==> src/rtl/div_ctrl_pkg.sv <==
// Shared definitions for the multi-cycle divider: FSM encodings, iteration count
// and the ALU op codes that route DIV/DIVU to this block.
package div_ctrl_pkg;

  localparam int unsigned DIV_DATA_W = 32;
  localparam int unsigned DIV_CYCLES = 32;

  typedef enum logic [1:0] {
    DIV_FREE   = 2'b00,
    DIV_BYZERO = 2'b01,
    DIV_ON     = 2'b10,
    DIV_END    = 2'b11
  } div_state_e;

  localparam logic [7:0] ALU_OP_NOP   = 8'b0000_0000;
  localparam logic [7:0] ALU_OP_MULT  = 8'b0001_1000;
  localparam logic [7:0] ALU_OP_MULTU = 8'b0001_1001;
  localparam logic [7:0] ALU_OP_DIV   = 8'b0001_1010;
  localparam logic [7:0] ALU_OP_DIVU  = 8'b0001_1011;

endpackage

==> src/rtl/div_ctrl_if.sv <==
// EX <-> divider handshake: operands and start/annul in, {remainder, quotient},
// ready and the pipeline stall request out.
interface div_ctrl_if
  import div_ctrl_pkg::*;
#(
  parameter int unsigned DATA_W = DIV_DATA_W
);
  logic                  signed_div;
  logic [DATA_W-1:0]     opdata1;
  logic [DATA_W-1:0]     opdata2;
  logic                  start;
  logic                  annul;
  logic [2*DATA_W-1:0]   result;
  logic                  ready;
  logic                  stall_req;

  modport master (
    output signed_div, opdata1, opdata2, start, annul,
    input  result, ready, stall_req
  );

  modport slave (
    input  signed_div, opdata1, opdata2, start, annul,
    output result, ready, stall_req
  );
endinterface

==> src/rtl/div_step.sv <==
// One combinational restoring-division iteration: shift in the next dividend bit,
// subtract the divisor, keep the difference only when it does not borrow.
module div_step #(
  parameter int unsigned DATA_W = 32
) (
  input  logic [DATA_W-1:0] rem,
  input  logic              dividend_bit,
  input  logic [DATA_W-1:0] divisor,
  output logic [DATA_W-1:0] rem_next,
  output logic              quot_bit
);
  logic [DATA_W:0] shifted;
  logic [DATA_W:0] diff;

  // The shifted remainder carries one extra bit so divisors >= 2^(DATA_W-1)
  // cannot lose the top bit before the compare.
  always_comb begin
    shifted  = {rem, dividend_bit};
    diff     = shifted - {1'b0, divisor};
    quot_bit = ~diff[DATA_W];
    rem_next = quot_bit ? diff[DATA_W-1:0] : shifted[DATA_W-1:0];
  end
endmodule

==> src/rtl/div_ctrl.sv <==
// Multi-cycle signed/unsigned divider for DIV/DIVU: sequencing FSM, iteration
// counter, operand magnitude capture and final sign correction.
module div_ctrl
  import div_ctrl_pkg::*;
#(
  parameter int unsigned DATA_W = DIV_CYCLES,
  parameter int unsigned CNT_W  = 6
) (
  input  logic      clk,
  input  logic      rst,
  div_ctrl_if.slave bus
);
  div_state_e            state, state_n;
  logic [CNT_W-1:0]      cnt, cnt_n;
  logic [DATA_W-1:0]     quot, quot_n;
  logic [DATA_W-1:0]     rem, rem_n;
  logic [DATA_W-1:0]     divisor, divisor_n;
  logic                  neg_q, neg_q_n;
  logic                  neg_r, neg_r_n;
  logic                  ready_q, ready_n;
  logic [2*DATA_W-1:0]   result_q, result_n;

  logic [DATA_W-1:0]     op1_abs, op2_abs;
  logic [DATA_W-1:0]     step_rem;
  logic                  step_qbit;

  assign op1_abs = (bus.signed_div && bus.opdata1[DATA_W-1]) ? -bus.opdata1 : bus.opdata1;
  assign op2_abs = (bus.signed_div && bus.opdata2[DATA_W-1]) ? -bus.opdata2 : bus.opdata2;

  // quot doubles as the dividend shift register: its MSB feeds each step while
  // the new quotient bit enters at the LSB.
  div_step #(.DATA_W(DATA_W)) u_step (
    .rem          (rem),
    .dividend_bit (quot[DATA_W-1]),
    .divisor      (divisor),
    .rem_next     (step_rem),
    .quot_bit     (step_qbit)
  );

  assign bus.ready     = ready_q;
  assign bus.result    = result_q;
  assign bus.stall_req = bus.start & ~ready_q;

  always_ff @(posedge clk) begin
    if (!rst) begin
      state    <= DIV_FREE;
      cnt      <= '0;
      quot     <= '0;
      rem      <= '0;
      divisor  <= '0;
      neg_q    <= 1'b0;
      neg_r    <= 1'b0;
      ready_q  <= 1'b0;
      result_q <= '0;
    end else begin
      state    <= state_n;
      cnt      <= cnt_n;
      quot     <= quot_n;
      rem      <= rem_n;
      divisor  <= divisor_n;
      neg_q    <= neg_q_n;
      neg_r    <= neg_r_n;
      ready_q  <= ready_n;
      result_q <= result_n;
    end
  end

  always_comb begin
    state_n   = state;
    cnt_n     = cnt;
    quot_n    = quot;
    rem_n     = rem;
    divisor_n = divisor;
    neg_q_n   = neg_q;
    neg_r_n   = neg_r;
    ready_n   = ready_q;
    result_n  = result_q;

    unique case (state)
      DIV_FREE: begin
        if (bus.start && !bus.annul) begin
          if (bus.opdata2 == '0) begin
            state_n = DIV_BYZERO;
          end else begin
            state_n   = DIV_ON;
            cnt_n     = '0;
            rem_n     = '0;
            quot_n    = op1_abs;
            divisor_n = op2_abs;
            neg_q_n   = bus.signed_div & (bus.opdata1[DATA_W-1] ^ bus.opdata2[DATA_W-1]);
            neg_r_n   = bus.signed_div & bus.opdata1[DATA_W-1];
          end
        end
      end

      DIV_BYZERO: begin
        if (bus.annul) begin
          state_n = DIV_FREE;
        end else begin
          state_n = DIV_END;
          quot_n  = '0;
          rem_n   = '0;
          neg_q_n = 1'b0;
          neg_r_n = 1'b0;
        end
      end

      DIV_ON: begin
        if (bus.annul) begin
          state_n = DIV_FREE;
          cnt_n   = '0;
        end else begin
          rem_n  = step_rem;
          quot_n = {quot[DATA_W-2:0], step_qbit};
          cnt_n  = cnt + 1'b1;
          if (cnt == CNT_W'(DATA_W - 1)) state_n = DIV_END;
        end
      end

      DIV_END: begin
        if (bus.annul || !bus.start) begin
          state_n  = DIV_FREE;
          ready_n  = 1'b0;
          result_n = '0;
        end else begin
          ready_n  = 1'b1;
          result_n = {(neg_r ? -rem : rem), (neg_q ? -quot : quot)};
        end
      end

      default: state_n = DIV_FREE;
    endcase
  end
endmodule

==> src/flat_wrapper.sv <==
// flat-port wrapper written by rule: the top's interface ports become plain ports
module div_ctrl_flat import div_ctrl_pkg::*;
#(
  parameter int unsigned DATA_W = DIV_CYCLES,
  parameter int unsigned CNT_W  = 6
)
  (clk, rst, bus_signed_div, bus_opdata1, bus_opdata2, bus_start, bus_annul, bus_result, bus_ready, bus_stall_req);
  div_ctrl_if #(.DATA_W(DATA_W)) bus_i ();
  input  logic clk;
  input  logic rst;
  input wire logic [$bits(bus_i.signed_div)-1:0] bus_signed_div;
  input wire logic [$bits(bus_i.opdata1)-1:0] bus_opdata1;
  input wire logic [$bits(bus_i.opdata2)-1:0] bus_opdata2;
  input wire logic [$bits(bus_i.start)-1:0] bus_start;
  input wire logic [$bits(bus_i.annul)-1:0] bus_annul;
  output wire logic [$bits(bus_i.result)-1:0] bus_result;
  output wire logic [$bits(bus_i.ready)-1:0] bus_ready;
  output wire logic [$bits(bus_i.stall_req)-1:0] bus_stall_req;
  assign bus_i.signed_div = bus_signed_div;
  assign bus_i.opdata1 = bus_opdata1;
  assign bus_i.opdata2 = bus_opdata2;
  assign bus_i.start = bus_start;
  assign bus_i.annul = bus_annul;
  assign bus_result = bus_i.result;
  assign bus_ready = bus_i.ready;
  assign bus_stall_req = bus_i.stall_req;
  div_ctrl #(.DATA_W(DATA_W), .CNT_W(CNT_W)) u_core (.clk(clk), .rst(rst), .bus(bus_i));
endmodule
==> config.mk <==
export PLATFORM = sky130hd
export DESIGN_NAME = div_ctrl_flat
export DESIGN_NICKNAME = d
export VERILOG_FILES = /design/src/rtl/div_ctrl_pkg.sv /design/src/rtl/div_ctrl_if.sv /design/src/rtl/div_step.sv /design/src/rtl/div_ctrl.sv /design/src/flat_wrapper.sv
export SDC_FILE = /design/constraint.sdc
export NUM_CORES = 1
export LEC_CHECK = 0
export BUFFER_PORTS_ARGS = -buffer_cell sky130_fd_sc_hd__buf_2
export CAP_MARGIN = 25
export CORE_MARGIN = 4
export CORE_UTILIZATION = 46
export DETAILED_ROUTE_END_ITERATION = 7
export PLACE_DENSITY = 0.68
export SLEW_MARGIN = 0
export SYNTH_ARGS = -nofsm -noshare
export SYNTH_HDL_FRONTEND = slang
export SYNTH_HIERARCHICAL = 1
export SYNTH_SLANG_ARGS = --single-unit
==> constraint.sdc <==
create_clock -name clk -period 3.1 [get_ports clk]
set_input_delay 0.155 -clock clk [delete_from_list [all_inputs] [get_ports clk]]
set_output_delay 0.155 -clock clk [all_outputs]
set_load 0.01 [all_outputs]
# Yosys cells after proc, flatten, opt, wreduce, memory -nomap -nowiden
# Cells that the tools add are included.
[word_totals] output_inout_bits=66 inputBits=69 wordCells=82 latchBits=0 mem_bits_rw=0 mem_count=0 rom_bits=0 register_bits=171
[op_classes] order_cmp=0 shift=0 reduce_logical=16 mux=34 n_bitwise=7 multipliers=0 n_eq_ne=10 div_mod_pow=0 n_addsub=6
[op_table] operator="$mux 32" n=12
[op_table] operator="$pmux 32 s3" n=2
[op_table] operator="$neg 32->32" n=4
[op_table] operator="$mux 64" n=1
[op_table] operator="$sub 33x32->33" n=1
[op_table] operator="$logic_not 32->1" n=1
[op_table] operator="$mux 6" n=3
[op_table] operator="$mux 2" n=6
[op_table] operator="$pmux 6 s2" n=1
[op_table] operator="$reduce_and 3->1" n=3
[op_table] operator="$pmux 2 s4" n=1
[op_table] operator="$add 6x1->6 const B" n=1
[op_table] operator="$eq 6x5->1 const B" n=1
[op_table] operator="$mux 1" n=6
[op_table] operator="$ne 2x2->1 const B" n=3
[op_table] operator="$reduce_and 5->1" n=1
[op_table] operator="$eq 2x2->1 const B" n=2
[op_table] operator="$ne 2x1->1 const B" n=2
[op_table] operator="$pmux 1 s2" n=2
[op_table] operator="$reduce_and 4->1" n=1
[op_table] operator="$reduce_bool 2->1" n=2
[op_table] operator="$and 1x1->1" n=3
[op_table] operator="$logic_and 1x1->1" n=3
[op_table] operator="$ne 3x2->1 const B" n=1
[op_table] operator="other kinds (7)" n=10

# Logic depth before layout (Yosys ltp)
# Gate-level depths: netlist of the first run.
[logic_depth] word_depth=5 ltp_mapped=17 depth_no_buf=15

# By module
# Netlist of the first run, hierarchy kept.
[modules_own_cells] module="div_ctrl" cells_each=1205 n_inst=1 area_per_inst_um2=9539.1 seq_area_each_um2=3423.3
[modules_own_cells] module="div_step" cells_each=305 n_inst=1 area_per_inst_um2=2358.5 seq_area_each_um2=0.0

# Least setup slack after synthesis of the first run
# OpenSTA, ideal clock, no wires.
[synth_timing] path_type="flip-flop to flip-flop" start="reg u_core.quot[31]" end="reg u_core.rem[26]" path_buffers=2 arrival_time_ps=3236 period_less_slack_ps=3373 t_required_ps=2963 setup_ps=137 setup_slack_ps=-273 stages_incl_launch_ff=18 cell_sequence="dfxtp_1 inv_1 ha_1 fa_1 and2b_1 o2111ai_2 a21oi_2 o2111ai_1 a211oi_2 nor2_4 mux2i_4 and2_4 buf_12 inv_8 buf_12 mux2_4 nand3_1 a21oi_1"
[synth_via] elab_chain_len=4
[synth_lines] item="from (decl)" line="div_ctrl.sv:15" source="logic [DATA_W-1:0] quot, quot_n;"
[synth_lines] item="from (signal assigned)" line="div_ctrl.sv:58" source="quot <= quot_n;"
[synth_lines] item="$sub 33x32->33" line="div_step.sv:19" source="diff = shifted - {1'b0, divisor};"
[synth_lines] item="$mux 32" line="div_step.sv:21" source="rem_next = quot_bit ? diff[DATA_W-1:0] : shifted[DATA_W-1:0];"
[synth_lines] item="named net u_core.step_rem[26]" line="div_ctrl.sv:24" source="logic [DATA_W-1:0] step_rem;"
[synth_lines] item="$mux 32" line="div_ctrl.sv:109" source="if (bus.annul) begin"
[synth_lines] item="$pmux 32 s3" line="div_ctrl.sv:79" source="unique case (state)"
[synth_lines] item="to (signal assigned)" line="div_ctrl.sv:59" source="rem <= rem_n;"
[synth_lines] item="to (decl)" line="div_ctrl.sv:16" source="logic [DATA_W-1:0] rem, rem_n;"
# The timed path passes the listed nets, and every way through them passes these cells. The select of a mux whose other input is x is not followed.
# A chain may end at the register's enable or synchronous reset.

# Worst setup path after layout of the first run
[layout_timing] start="reg u_core.quot[31]" end="reg u_core.rem[19]"
# Same word-level chain as after synthesis.

==> flow_summary_export.csv, run 1 <==
group,metric,value,unit
sta,post-route-worst-setup-slack,-0.03799,ns
final_layout,finish.net_count,1763,
critical_path,setup.worst_path.class,"reg2reg",
final_layout,multi_input_comb_area,7853,um2
critical_path,worst_ep_arrival_time,3.43,ns
synth,post_synth_top_flop,"sky130_fd_sc_hd__dfxtp_1",
power_and_ir_drop,p_per_area,751.6,nW/um2
synth,yosys.cell_types.count,100,
synth,ys_seq_elements,171,
sta,maxClockFrequency,0.3187,GHz
critical_path,cp-start-kind,"flop",
floorplanning,num_rows,58,
route,antenna_left,0,
power_and_ir_drop,cellLeakagePower,5.599,nW
cts,clock_latency,0.44,ns
route,dr.first_iter.drc_count,889,
synth,syn-num-nets,1623,
cts,cts-root-to-sink-buffers,2,
sta,hold_violations,0,
floorplanning,num_io_pins,135,
critical_path,worst-r2r-cell-count,15,
cts,hold_buffers,0,
route,route.vias.total,11830,
synth,number_of_synthesized_flops_with_an_enable_pin,0,
final_layout,antenna_cells,0,
sta,grt_setup_unrepaired,"yes",
route,wl_per_cell,18.17,um
global_routing,grt-ovfl-total,0,
final_layout,finalCoreUtilization,0.5496,
global_routing,grt_pass1_vias,10810,
cts,clock_sink_total,171,
synth,synthArstFlopShare,0,
route,routed_via_density,5.937,
run,maxCapViolCount,0,
synth,most_used_standard_cell_by_instance_count_after_synthesis,"sky130_fd_sc_hd__dfxtp_1",
global_routing,global_route.usage.total,0.2453,
critical_path,timing.critical_path.to_type,"flop",
synth,synth_commonest_cells,"sky130_fd_sc_hd__dfxtp_1, sky130_fd_sc_hd__nand2_1, sky130_fd_sc_hd__a21oi_1, sky130_fd_sc_hd__o21ai_0, sky130_fd_sc_hd__nand3_1",
place,buffer_ports.inserted,134,
synth,synthesis.yosys.warnings,6,
sta,setup_viol,14,
sta,worst_slew_margin_rel,0.3736,
synth,ys_seq_area_frac,0.2877,
hold_path,worst_hold_path_type,"in2reg",
sta,holdWs,0.02233,ns
place,gp_routability_congestion,0.9105,
place,pre_cts_setup_slack,-0.06471,ns
synth,syn_area_per_cell,7.879,um2
sta,final_min_period_over_clock_period,1.012,
final_layout,area_delta_synth_final,16.99,%
cts,ctsRootBufferMaster,"sky130_fd_sc_hd__clkbuf_16",
run_status,outcome,"finished with violations",
synth,netlist.top_cell.by_area,"sky130_fd_sc_hd__dfxtp_1",
hold_path,worst_hold_path.num_cells,3,
cts,tritoncts,"done",
global_routing,grt_use_met3,0.04157,
power_and_ir_drop,irDropWorstVdd,0.0004595,V
cts,cts_inserted_buffers,17,
route,total_detailed_routing_wirelength,36190,um
global_routing,met2_usage,0.3654,
synth,synth_largest_type_area_fraction,0.2877,
floorplanning,die_h,168.8,um
final_layout,layout.area.seq,3425,um2
global_routing,gr-max-usage-layer,"met1",
sta,worstMarginPinSlew,0.9374,ns
sta,clock-skew-final,0.01782,ns
global_routing,use_met1,0.3695,
route,first_pass_iters,5,
floorplanning,core_area,25330,um2
final_layout,fillerInstances,2412,
sta,final-max-slew-violation-count,0,
floorplanning,die-width,168.8,um
global_routing,grt_start_max_net_pins,56,
run_status,failed_checks,"setup timing",
synth,post_synth_instance_area,11900,um2
place,dpl.hpwl,26490,um
critical_path,critical_path.max_fanout,12,
global_routing,antenna_found_initial,0,
route,detail_route.drc_violations,0,
floorplanning,design.die.area,28500,um2
cts,path_clk_slew,0.07,ns
global_routing,grt_pass1_wl,57740,um
synth,top_cells_by_area_in_the_synthesized_netlist,"sky130_fd_sc_hd__dfxtp_1, sky130_fd_sc_hd__xor2_1, sky130_fd_sc_hd__a21oi_1",
sta,setup-tns-final,-0.2404,ns
sta,finalCriticalPeriod,3.138,ns
critical_path,required,3.40,ns
final_layout,drive_gt1_frac,0.2226,
floorplanning,initial_utilization,0.4698,
synth,syn-instance-count,1510,
cts,cts_htree_levels,4,
cell families after synthesis:
| group | Yosys count | share of synthesized area |
|---|---|---|
| AND/OR/NAND/NOR | 513 | 0.2202 |
| XOR/XNOR | 124 | 0.09128 |
| AO/OA/AOI/OAI | 458 | 0.2471 |
| buffers and inverters | 161 | 0.06415 |
| flip-flops | 171 | 0.2877 |
| adder cells (fa/ha/maj) | 44 | 0.04690 |
| multiplexers | 39 | 0.04259 |
cell usage in the layout, fill, tap and decap left out, drive strengths merged, types with 24 or more instances in the layout:
cell,instances
nor2,78
dfxtp,171
nand3,82
o31ai,35
o41ai,25
o21ai,125
ha,43
xor2,76
buf,223
a21oi,136
inv,58
mux2,26
xnor2,48
or3,24
nor4,24
nand2,161
a31oi,27
routing by layer:
layer / vias to the layer above / wire length [um]
met1: 5582 / 17370
met5: - / 0
met3: 39 / 2647
met4: 0 / 581
li1: 5765 / -
met2: 441 / 15600
cell type report:
cell class / count / share of cell area
Timing Repair inverter: 2 / 0.001438
Timing Repair Buffer: 223 / 0.09915
Tap cell: 330 / 0.02966
Multi-Input combinational cell: 1178 / 0.5641
Sequential cell: 171 / 0.2460
Clock buffer: 21 / 0.03308
Clock inverter: 10 / 0.01025
Inverter: 57 / 0.01627
where the power goes:
group	leakage [nW]	internal (mW)	total [mW]	switching [mW]
logic	3.93	2.07	5.34	3.26
registers	1.39	2.49	2.89	0.403
clock network	0.281	1.31	2.23	0.924
total	5.60	5.87	10.5	4.59
metrics by stage:
step	power [mW]	instance area (um2)	std cells
detailed placement	7.948	13170	1955
finish	10.46	13920	1992
global route	11.06	13920	1992
floorplan	6.709	11940	1510
CTS	10.30	13840	1989
global placement	7.852	13170	1955
worst max-delay path: stages, from the launching register on:
cell and delay (ns):
sky130_fd_sc_hd__dfxtp_2 0.33, sky130_fd_sc_hd__inv_2 0.04, sky130_fd_sc_hd__ha_4 0.15, sky130_fd_sc_hd__fa_2 0.33, sky130_fd_sc_hd__and2b_1 0.23, sky130_fd_sc_hd__o2111ai_2 0.13
sky130_fd_sc_hd__a21oi_2 0.24, sky130_fd_sc_hd__o2111ai_2 0.14, sky130_fd_sc_hd__a211oi_2 0.28, sky130_fd_sc_hd__nor2_4 0.07, sky130_fd_sc_hd__mux2i_4 0.20, sky130_fd_sc_hd__and2_4 0.24
sky130_fd_sc_hd__inv_8 0.15, sky130_fd_sc_hd__mux2_4 0.31, sky130_fd_sc_hd__nand3_1 0.08, sky130_fd_sc_hd__a21oi_1 0.07
flip-flops by register name, summed over array words and instances, names as in the netlist:
signal	flops
u_core/bus.ready	1
u_core/quot	32
u_core/neg_r	1
u_core/divisor	32
u_core/cnt	6
u_core/state	2
u_core/bus.result	64
u_core/neg_q	1
u_core/rem	32
final timing paths:
kind / start / slack [ns] / to
max reg2reg: u_core/quot[31] / -0.04 / u_core/rem[19]
min: bus_opdata2[0] / 0.02 / u_core/divisor[0]
min reg2reg: u_core/bus.result[60] / 0.45 / u_core/bus.result[60]
max: u_core/quot[31] / -0.04 / u_core/rem[19]
repair_timing:
action / CTS / global route
resized for setup: 9 / 21
pin swaps: 6 / 14
cloned: 2 / 0
endpoints found under the setup margin: 24 / 33
setup buffers: 1 / 3
Note: power is estimated with default switching activity, not from simulation.
==> inputs of run 2 (changes only) <==
--- a/config.mk
+++ b/config.mk
@@ -5,10 +5,11 @@
 export SDC_FILE = /design/constraint.sdc
 export NUM_CORES = 1
 export LEC_CHECK = 0
-export BUFFER_PORTS_ARGS = -buffer_cell sky130_fd_sc_hd__buf_2
+export BUFFER_PORTS_ARGS = -buffer_cell sky130_fd_sc_hd__clkbuf_2
 export CAP_MARGIN = 25
 export CORE_MARGIN = 4
 export CORE_UTILIZATION = 46
+export CTS_BUF_LIST = sky130_fd_sc_hd__clkbuf_8
 export DETAILED_ROUTE_END_ITERATION = 7
 export PLACE_DENSITY = 0.68
 export SLEW_MARGIN = 0
==> flow_summary_export.csv, run 2 (synthesis results as in run 1) <==
group,metric,value,unit
place,dpl.hpwl,26380,um
sta,final_min_period_over_clock_period,1.018,
cts,path_clk_slew,0.10,ns
run_status,failed_checks,"setup timing",
cts,cts_htree_levels,4,
floorplanning,num_io_pins,135,
final_layout,final_common_cell,"sky130_fd_sc_hd__dfxtp_1",
sta,hold_violations,0,
sta,setup_viol,24,
global_routing,grt_pass1_vias,10740,
critical_path,critPathMaxStageDelay,0.34,ns
sta,holdWs,0.02457,ns
critical_path,cp_top_family,"compound AO/OA/AOI/OAI gates",
sta,clock-skew-final,0.01696,ns
route,route.vias.total,11780,
final_layout,multi_input_comb_area,7821,um2
final_layout,area_delta_synth_final,15.04,%
final_layout,drive_gt1_frac,0.2135,
cts,cts_inserted_buffers,17,
cts,clock_latency,0.48,ns
route,detail_route.drc_violations,0,
power_and_ir_drop,power.total,9.657,mW
power_and_ir_drop,p_per_area,705.5,nW/um2
critical_path,crit_slowest_cell,"sky130_fd_sc_hd__dfxtp_2",
floorplanning,design.die.area,28500,um2
floorplanning,num_rows,58,
floorplanning,core_area,25330,um2
route,antenna_left,0,
final_layout,antenna_cells,0,
run_status,outcome,"finished with violations",
critical_path,total_buffers_and_inverters_traversed_by_the_critical_path,2,
global_routing,grt-ovfl-total,0,
place,gp_routability_congestion,0.9249,
floorplanning,die_h,168.8,um
cts,tritoncts,"done",
power_and_ir_drop,pwr-share-seq,0.299,
final_layout,layout.area.seq,3425,um2
cts,clock_sink_total,171,
final_layout,largest_register_ffs,64,
final_layout,finalCoreUtilization,0.5404,
power_and_ir_drop,cellLeakagePower,5.453,nW
final_layout,finish.net_count,1764,
route,wl_per_cell,18.04,um
route,dr.first_iter.drc_count,968,
power_and_ir_drop,irDropWorstVdd,0.0004566,V
final_layout,fillerInstances,2458,
power_and_ir_drop,switch_share,0.4686,
floorplanning,die-width,168.8,um
global_routing,global_route.usage.total,0.2427,
critical_path,worst_ep_arrival_time,3.51,ns
global_routing,grt_pass1_wl,56850,um
place,buffer_ports.inserted,134,
final_layout,layout.cells.most_common_list,"sky130_fd_sc_hd__dfxtp_1, sky130_fd_sc_hd__nand2_1, sky130_fd_sc_hd__clkbuf_2",
sta,maxClockFrequency,0.3169,GHz
hold_path,worst_hold_path_type,"in2reg",
critical_path,cp-start-kind,"flop",
global_routing,grt_start_max_net_pins,60,
sta,final-max-slew-violation-count,0,
cts,cts-root-to-sink-buffers,2,
sta,finalCriticalPeriod,3.155,ns
power_and_ir_drop,internal_dissipation,5.132,mW
route,total_detailed_routing_wirelength,35950,um
sta,worstMarginPinSlew,0.9253,ns
route,first_pass_iters,5,
sta,post-route-worst-setup-slack,-0.05527,ns
power_and_ir_drop,combinational_fraction_of_design_power,0.544,
critical_path,critical_path.max_fanout,12,
sta,worst_slew_margin_rel,0.3816,
route,routed_via_density,5.910,
final_layout,final_area,13690,um2
floorplanning,initial_utilization,0.4698,
cts,ctsRootBufferMaster,"sky130_fd_sc_hd__clkbuf_8",
power_and_ir_drop,net-switching-power,4.525,mW
critical_path,setup.worst_path.class,"reg2reg",
run,maxCapViolCount,0,
critical_path,timing.critical_path.cells,"inv_2, ha_4, fa_2, and2b_1, o2111ai_2, a21oi_2, o2111ai_2, a211oi_2, nor2_4, mux2i_4, and2_4, inv_12, mux2_2, nand3_1, a21oi_2",
place,placed_cell_area,13130,um2
global_routing,antenna_found_initial,0,
place,pre_cts_setup_slack,-0.07921,ns
sta,grt_setup_unrepaired,"yes",
critical_path,timing.critical_path.to_type,"flop",
power_and_ir_drop,clockPowerShare,0.156,
critical_path,required,3.45,ns
run 2: cell count changes in the layout (fill, tap and decap cells not counted), moves of 9 or more:
cell / previous run / this run
sky130_fd_sc_hd__buf_2: 134 / 0
sky130_fd_sc_hd__clkbuf_2: 0 / 134
sky130_fd_sc_hd__clkbuf_16: 17 / 0
sky130_fd_sc_hd__clkbuf_8: 2 / 19
sky130_fd_sc_hd__dlygate4sd3_1: 0 / 10
sky130_fd_sc_hd__buf_4: 85 / 76
run 2: layout make-up:
| class | instances | share of cell area |
|---|---|---|
| Sequential cell | 171 | 0.2502 |
| Timing Repair inverter | 1 | 0.0008227 |
| Multi-Input combinational cell | 1178 | 0.5714 |
| Clock inverter | 12 | 0.006765 |
| Tap cell | 330 | 0.03017 |
| Timing Repair Buffer | 225 | 0.1049 |
| Clock buffer | 19 | 0.01911 |
| Inverter | 57 | 0.01655 |
run 2: layer usage:
layer  GRT usage  vias to the layer above  routed length, um
li1            -                     5775                  -
met1      0.3700                     5550              17630
met2      0.3529                      425              15290
met3     0.04624                       28               2603
met4     0.05505                        0                417
met5           0                        -                  0
run 2: power groups by stage:
stage | Clock (mW) | Sequential (mW) | Combinational, mW
after floorplan | 0 | 2.76 | 3.95
after global placement | 0 | 2.90 | 4.91
after detailed placement | 0 | 2.92 | 4.99
after CTS | 1.54 | 2.87 | 5.10
after global routing | 1.63 | 2.92 | 5.71
final | 1.51 | 2.89 | 5.26
run 2: path summary, 6_finish.rpt:
path | startpoint | to | slack, ns | cells after the start
worst min register to register | u_core/bus.result[56] | u_core/bus.result[56] | 0.46 | 2
worst max-delay path | u_core/quot[31] | u_core/rem[4] | -0.06 | 15
worst min-delay path | bus_opdata2[5] | u_core/divisor[5] | 0.02 | 3
worst max register to register | u_core/quot[31] | u_core/rem[4] | -0.06 | 15
run 2: per-stage QoR:
stage          instances  TNS (ns)
2_1_floorplan       1510    -1.270
3_3_place_gp        1948   -0.1663
3_5_place_dp        1948    -1.160
4_1_cts             1991    -1.152
5_1_grt             1993    -3.987
6_report            1993   -0.7011
run 2: worst reg2reg max path: cells and delay by family (launching register included):
family                   cells  cell delay (ns)
buffers and inverters        2             0.17
adder cells (fa/ha/maj)      2             0.48
AO/OA/AOI/OAI                5             0.88
multiplexers                 2             0.54
AND/OR/NAND/NOR              4             0.61
flip-flops                   1             0.34
run 2: timing repair:
action,CTS,global route
buffers inserted,1,2
pin swaps,5,11
hold buffers,10,0
gates resized for setup,7,15
endpoints found under the hold margin,10,0
gates cloned,1,0
endpoints found under the setup margin,25,33
